`src/rtl/sha256_msg_padder.sv`:
```
// Packs 32-bit big-endian message words into 512-bit SHA-256 blocks with FIPS 180-4 padding.
// Optional feature macro SHA_PAD_BLKCNT_EN adds a per-message block counter output (blk_cnt).
module sha256_msg_padder #(
    parameter int unsigned LEN_W = 64
) (
    input  logic         clk,
    input  logic         rst,
    input  logic         in_valid,
    output logic         in_ready,
    input  logic [31:0]  in_data,
    input  logic         in_last,
    input  logic [1:0]   in_bytes,
    output logic         out_valid,
    output logic [511:0] out_data,
    output logic         out_first,
`ifdef SHA_PAD_BLKCNT_EN
    output logic         out_last,
    output logic [15:0]  blk_cnt
`else
    output logic         out_last
`endif
);

    typedef enum logic {StAccum, StExtra} state_e;

    state_e             state_q;
    logic [31:0]        words_q [16];
    logic [3:0]         idx_q;
    logic [LEN_W-1:0]   len_q;
    logic               first_q;
    logic               spill_q;
    logic               out_valid_q;
    logic [511:0]       out_data_q;
    logic               out_first_q;
    logic               out_last_q;

    logic               accept;
    logic [2:0]         nbytes;
    logic [LEN_W-1:0]   len_next;
    logic [63:0]        len_ext;
    logic [63:0]        len_hold;
    logic [31:0]        last_word;
    logic [4:0]         pad_idx;
    logic               fits;
    logic               spill;
    logic               emit;
    logic [511:0]       blk;
    logic [511:0]       extra_blk;

    assign in_ready  = (state_q == StAccum);
    assign accept    = in_valid && in_ready;
    assign nbytes    = (in_bytes == 2'd0) ? 3'd4 : {1'b0, in_bytes};
    assign len_next  = len_q + (in_last ? LEN_W'({nbytes, 3'b000}) : LEN_W'(32));
    assign len_ext   = 64'(len_next);
    assign len_hold  = 64'(len_q);
    // Index of the word that receives the 0x80 marker; 16 means it spills into the extra block.
    assign pad_idx   = {1'b0, idx_q} + ((nbytes == 3'd4) ? 5'd1 : 5'd0);
    assign fits      = (pad_idx <= 5'd13);
    assign spill     = (pad_idx == 5'd16);
    assign emit      = (state_q == StExtra) || (accept && (in_last || idx_q == 4'd15));

    always_comb begin
        last_word = in_data;
        if (in_last) begin
            case (nbytes)
                3'd1:    last_word = {in_data[31:24], 8'h80, 16'h0000};
                3'd2:    last_word = {in_data[31:16], 8'h80, 8'h00};
                3'd3:    last_word = {in_data[31:8], 8'h80};
                default: last_word = in_data;
            endcase
        end
    end

    always_comb begin
        blk = '0;
        for (int i = 0; i < 16; i++) begin
            if (5'(i) < {1'b0, idx_q}) begin
                blk[32*i +: 32] = words_q[i];
            end else if (5'(i) == {1'b0, idx_q}) begin
                blk[32*i +: 32] = last_word;
            end else if (in_last && 5'(i) == pad_idx) begin
                blk[32*i +: 32] = 32'h8000_0000;
            end
        end
        if (in_last && fits) begin
            blk[479:448] = len_ext[63:32];
            blk[511:480] = len_ext[31:0];
        end
    end

    assign extra_blk = {len_hold[31:0], len_hold[63:32], 416'h0,
                        (spill_q ? 32'h8000_0000 : 32'h0000_0000)};

    always_ff @(posedge clk) begin
        if (rst) begin
            state_q     <= StAccum;
            idx_q       <= '0;
            len_q       <= '0;
            first_q     <= 1'b1;
            spill_q     <= 1'b0;
            for (int i = 0; i < 16; i++) words_q[i] <= '0;
            out_valid_q <= 1'b0;
            out_data_q  <= '0;
            out_first_q <= 1'b0;
            out_last_q  <= 1'b0;
        end else begin
            out_valid_q <= 1'b0;
            unique case (state_q)
                StAccum: begin
                    if (accept) begin
                        if (in_last || idx_q == 4'd15) begin
                            out_valid_q <= 1'b1;
                            out_data_q  <= blk;
                            out_first_q <= first_q;
                        end
                        if (in_last && fits) begin
                            out_last_q <= 1'b1;
                            idx_q      <= '0;
                            len_q      <= '0;
                            first_q    <= 1'b1;
                            for (int i = 0; i < 16; i++) words_q[i] <= '0;
                        end else if (in_last) begin
                            out_last_q <= 1'b0;
                            first_q    <= 1'b0;
                            idx_q      <= '0;
                            len_q      <= len_next;
                            spill_q    <= spill;
                            state_q    <= StExtra;
                        end else begin
                            words_q[idx_q] <= in_data;
                            idx_q          <= idx_q + 4'd1;
                            len_q          <= len_next;
                            if (idx_q == 4'd15) begin
                                out_last_q <= 1'b0;
                                first_q    <= 1'b0;
                            end
                        end
                    end
                end
                StExtra: begin
                    out_valid_q <= 1'b1;
                    out_data_q  <= extra_blk;
                    out_first_q <= first_q;
                    out_last_q  <= 1'b1;
                    idx_q       <= '0;
                    len_q       <= '0;
                    first_q     <= 1'b1;
                    spill_q     <= 1'b0;
                    for (int i = 0; i < 16; i++) words_q[i] <= '0;
                    state_q     <= StAccum;
                end
            endcase
        end
    end

    assign out_valid = out_valid_q;
    assign out_data  = out_data_q;
    assign out_first = out_first_q;
    assign out_last  = out_last_q;

`ifdef SHA_PAD_BLKCNT_EN
    logic [15:0] blk_cnt_q;

    always_ff @(posedge clk) begin
        if (rst) begin
            blk_cnt_q <= '0;
        end else if (emit) begin
            blk_cnt_q <= first_q ? 16'd1 : blk_cnt_q + 16'd1;
        end else if (out_valid_q && out_last_q) begin
            blk_cnt_q <= '0;
        end
    end

    assign blk_cnt = blk_cnt_q;
`else
    logic unused_emit;
    assign unused_emit = emit;
`endif

endmodule

```
`config.mk`:
```
export PLATFORM = sky130hd
export DESIGN_NAME = sha256_msg_padder
export DESIGN_NICKNAME = d
export VERILOG_FILES = /design/src/rtl/sha256_msg_padder.sv
export SDC_FILE = /design/constraint.sdc
export NUM_CORES = 2
export LEC_CHECK = 0
export ABC_AREA = 0
export BUFFER_PORTS_ARGS = -buffer_cell sky130_fd_sc_hd__buf_2
export CAP_MARGIN = 20
export CORE_UTILIZATION = 56
export CTS_CLUSTER_DIAMETER = 150
export DETAILED_ROUTE_END_ITERATION = 6
export PLACE_DENSITY = 0.75
export RECOVER_POWER = 50
export SETUP_SLACK_MARGIN = 0.3
export SYNTH_ARGS = -nofsm -noshare
export SYNTH_HDL_FRONTEND = slang
export SYNTH_SLANG_ARGS = --single-unit
```
`constraint.sdc`:
```
create_clock -name clk -period 11.6 [get_ports clk]
set_clock_uncertainty 0.2 [all_clocks]
set_input_delay 3.48 -clock clk [delete_from_list [all_inputs] [get_ports clk]]
set_output_delay 3.48 -clock clk [all_outputs]
set_load 0.05 [all_outputs]
```
==> out/results.txt <==
status - complete, but fails checks
violated checks - DRC, capacitance limit, slew limit
Root Buffer - clkbuf_16
initial antenna violation count - 10
Yosys top cell by area - edfxtp_1
CP max stage delay - 1.93 ns
pre-CTS setup slack - 4.125 ns
crit path launch - rst
Clock power frac - 44.3%
Worst Tran Pin Value - 2.918 ns
final hold violations - 0
CP arrival - 9.58 ns
die width - 284.7 µm
post-DP HPWL - 106600 µm
fin. max-slew vios - 312
CTS Buf Count - 106
# IOs - 554
commonest non-fill, non-tap cell in the layout - dfxtp_1
Worst slew margin - -95.74%
Power Total - 8.250 mW
Non-Filler Instances - 5902
Reg power frac - 49.5%
Die Span Y - 284.7 µm
share of layout cells above drive strength 1 - 7.121%
CP Class - in2reg
TritonCTS Sinks - 1063
largest net degree at the start of global routing - 244
Gate Count Post-Synth - 4465
router iterations before antenna repair - 7
vias in the first global route - 34950
drt initial violations - 5838
Post-DP Area - 47860 µm²
Top FF cell, synth - dfxtp_1
RSZ-0062 raised after global routing - false
number of buffers added on ports - 553
CTS tree - built
Net Switching - 2.023 mW
highest clock rate - 0.1065 GHz
Detail Route Antenna Nets - 0
DR WL/cell - 28.46 µm
maximum vdd ir drop - 0.1327 mV
post-CTS sizing - 0
chain of cells forming the critical path - buf_2, clkbuf_1, clkbuf_1, or3_1, o21ai_0, clkbuf_1, o21ai_0, buf_12
main area contributors after synthesis - edfxtp_1 32%, dfxtp_1 26%, o21ai_0 6.1%, and2_1 5.8%, a22oi_1 5.0%
Max Cap Viol - 8
row count - 103
Yosys warnings - 0
CP startpoint kind - input port
final wirelength - 168000 µm
deepest clock path buffer count - 3
slowest CP cell - clkbuf_1
number of synthesized flops with an enable pin - 480
Netlist cell types - 81
Skew-Pair Late Insertion Delay - 0.71 ns
CP Capture Type - flip-flop
setup TNS - 0 ns
Final period util - 80.93%
Critical Path RT - 11.79 ns
Post-CTS Hold Fix Bufs - 0
synthesized cell area - 44750 µm²
Die ar. - 81040 µm²
synthesis-to-finish area growth - 14.16%
logic gate share of total power - 6.3%
synthesized net count - 4513
Post-route DRC - 2
via/cell ratio - 6.553
most frequent cells in the layout - 581 x dfxtp_1, 548 x clkbuf_1, 544 x nand2_1
top cell type's share of synthesized area - 32.21%
Synth Register Bits - 1063
Power Dens Cells - 161.5 nW/µm²
gpl congestion - 1.014
cell repeated most along the worst path - clkbuf_1
H-tree levels - 3
Final WS setup - 2.212 ns
fin crit period - 9.388 ns
leakage - 18.01 nW
grt ovf - 0
fillcell total - 6528
clock-pin slew on the worst setup and hold paths - 0.06 ns
Syn Area/Cell - 10.02 µm²
placed insts - 5684
switching share of power - 24.52%
first-pass GRT wire length - 239400 µm
Async SR Flop Fraction - 0%
Post-CTS Setup Bufs - 0
final setup vio count - 0
total track usage - 40.07%
internal power - 6.227 mW
routed via count - 38670
worst hold start - out_data[423]
Final nets - 4800
CP max FO - 50
fin area - 51090 µm²
Core Footprint - 79000 µm²
post-synthesis sequential area ratio - 58.29%
Hold Path Class - reg2reg
R2R Path Start - state_q
Initial Util - 56.64%
==> metrics by stage <==
step | hold WS (ns) | utilization (%)
final | 0.2485 | 64.67
after global routing | 0.2696 | 64.65
after CTS | 0.2487 | 65.34
after detailed placement | 0.2366 | 60.59
after global placement | 0.2290 | 60.57
after floorplan | 0.2227 | -
==> sequential cells by signal, indices dropped and copies added (netlist names), 4 cells and up <==
name / flops
idx_q: 4
len_hold: 61
words_q: 480
out_data: 512
==> routing by layer <==
metal  track usage, %  share of wire [%]  up-vias
met1            51.68                 36    18500
met5                0              0.020        -
li1                 -                  -    16680
met3            11.97                 13      618
met2            59.09                 43     2868
met4            24.74                7.3        6
==> cell usage after synthesis (6+ instances only) <==
| library cell | count |
|---|---|
| dfxtp_1 | 583 |
| nand2_1 | 548 |
| o21ai_0 | 548 |
| edfxtp_1 | 480 |
| clkbuf_1 | 419 |
| and2_1 | 415 |
| a22oi_1 | 298 |
| and3_1 | 159 |
| a21oi_1 | 158 |
| nor2_1 | 150 |
| nand3_1 | 96 |
| nor3_1 | 65 |
| a22o_1 | 53 |
| mux2i_1 | 42 |
| nor4_1 | 30 |
| a211oi_1 | 26 |
| a221oi_1 | 26 |
| nand4_1 | 25 |
| inv_1 | 24 |
| a31oi_1 | 21 |
| a311oi_1 | 20 |
| or3_1 | 20 |
| a21o_1 | 18 |
| a221o_1 | 16 |
| and4_1 | 15 |
| xnor2_1 | 13 |
| buf_2 | 12 |
| xor2_1 | 11 |
| buf_1 | 10 |
| ha_1 | 9 |
| o211ai_1 | 9 |
| o31a_1 | 9 |
| or2_2 | 9 |
| a21boi_0 | 8 |
| nand3b_1 | 8 |
| nand2b_1 | 6 |
| o22ai_1 | 6 |
==> path summary, 6_finish.rpt <==
| path | cells after the start | slack [ns] | end |
|---|---|---|---|
| max reg2reg | 7 | 5.92 | words_q[4][9] |
| max | 8 | 2.21 | words_q[4][9] |
| min | 2 | 0.25 | out_data[423] |
| min reg2reg | 2 | 0.25 | out_data[423] |
==> final cells by class <==
cell class / instances / area, µm² / share of cell area [%]
multi-input combinational: 2927 / 17040 / 33.36
inverter: 26 / 97.59 / 0.1910
tap: 1050 / 1314 / 2.572
timing repair buffer: 628 / 2773 / 5.428
clock inverter: 53 / 680.7 / 1.332
clock buffer: 148 / 3069 / 6.008
sequential: 1063 / 26090 / 51.07
antenna: 7 / 17.52 / 0.03429
==> critical path, delay by kind of cell <==
family	cells	cell delay [ns]
buf+inv	5	4.38
simple gates	1	0.75
compound gates	2	0.88
==> kinds of logic after synthesis <==
group / Yosys count / synth area share (%)
AO/OA/AOI/OAI: 1265 / 17.73
multiplexers: 47 / 1.065
XOR/XNOR: 24 / 0.4697
adder cells (fa/ha/maj): 10 / 0.2964
buffers and inverters: 475 / 4.085
AND/OR/NAND/NOR: 1581 / 18.06
flip-flops: 1063 / 58.29
==> power groups by stage <==
stage	registers, mW	logic, mW	clock network [mW]
after floorplan	4.20	0.224	0
after global placement	4.15	0.488	0
after detailed placement	4.16	0.493	0
after CTS	4.08	0.494	3.65
after global routing	4.09	0.525	3.80
final	4.08	0.516	3.65
Power figures use the tool's default switching activity.
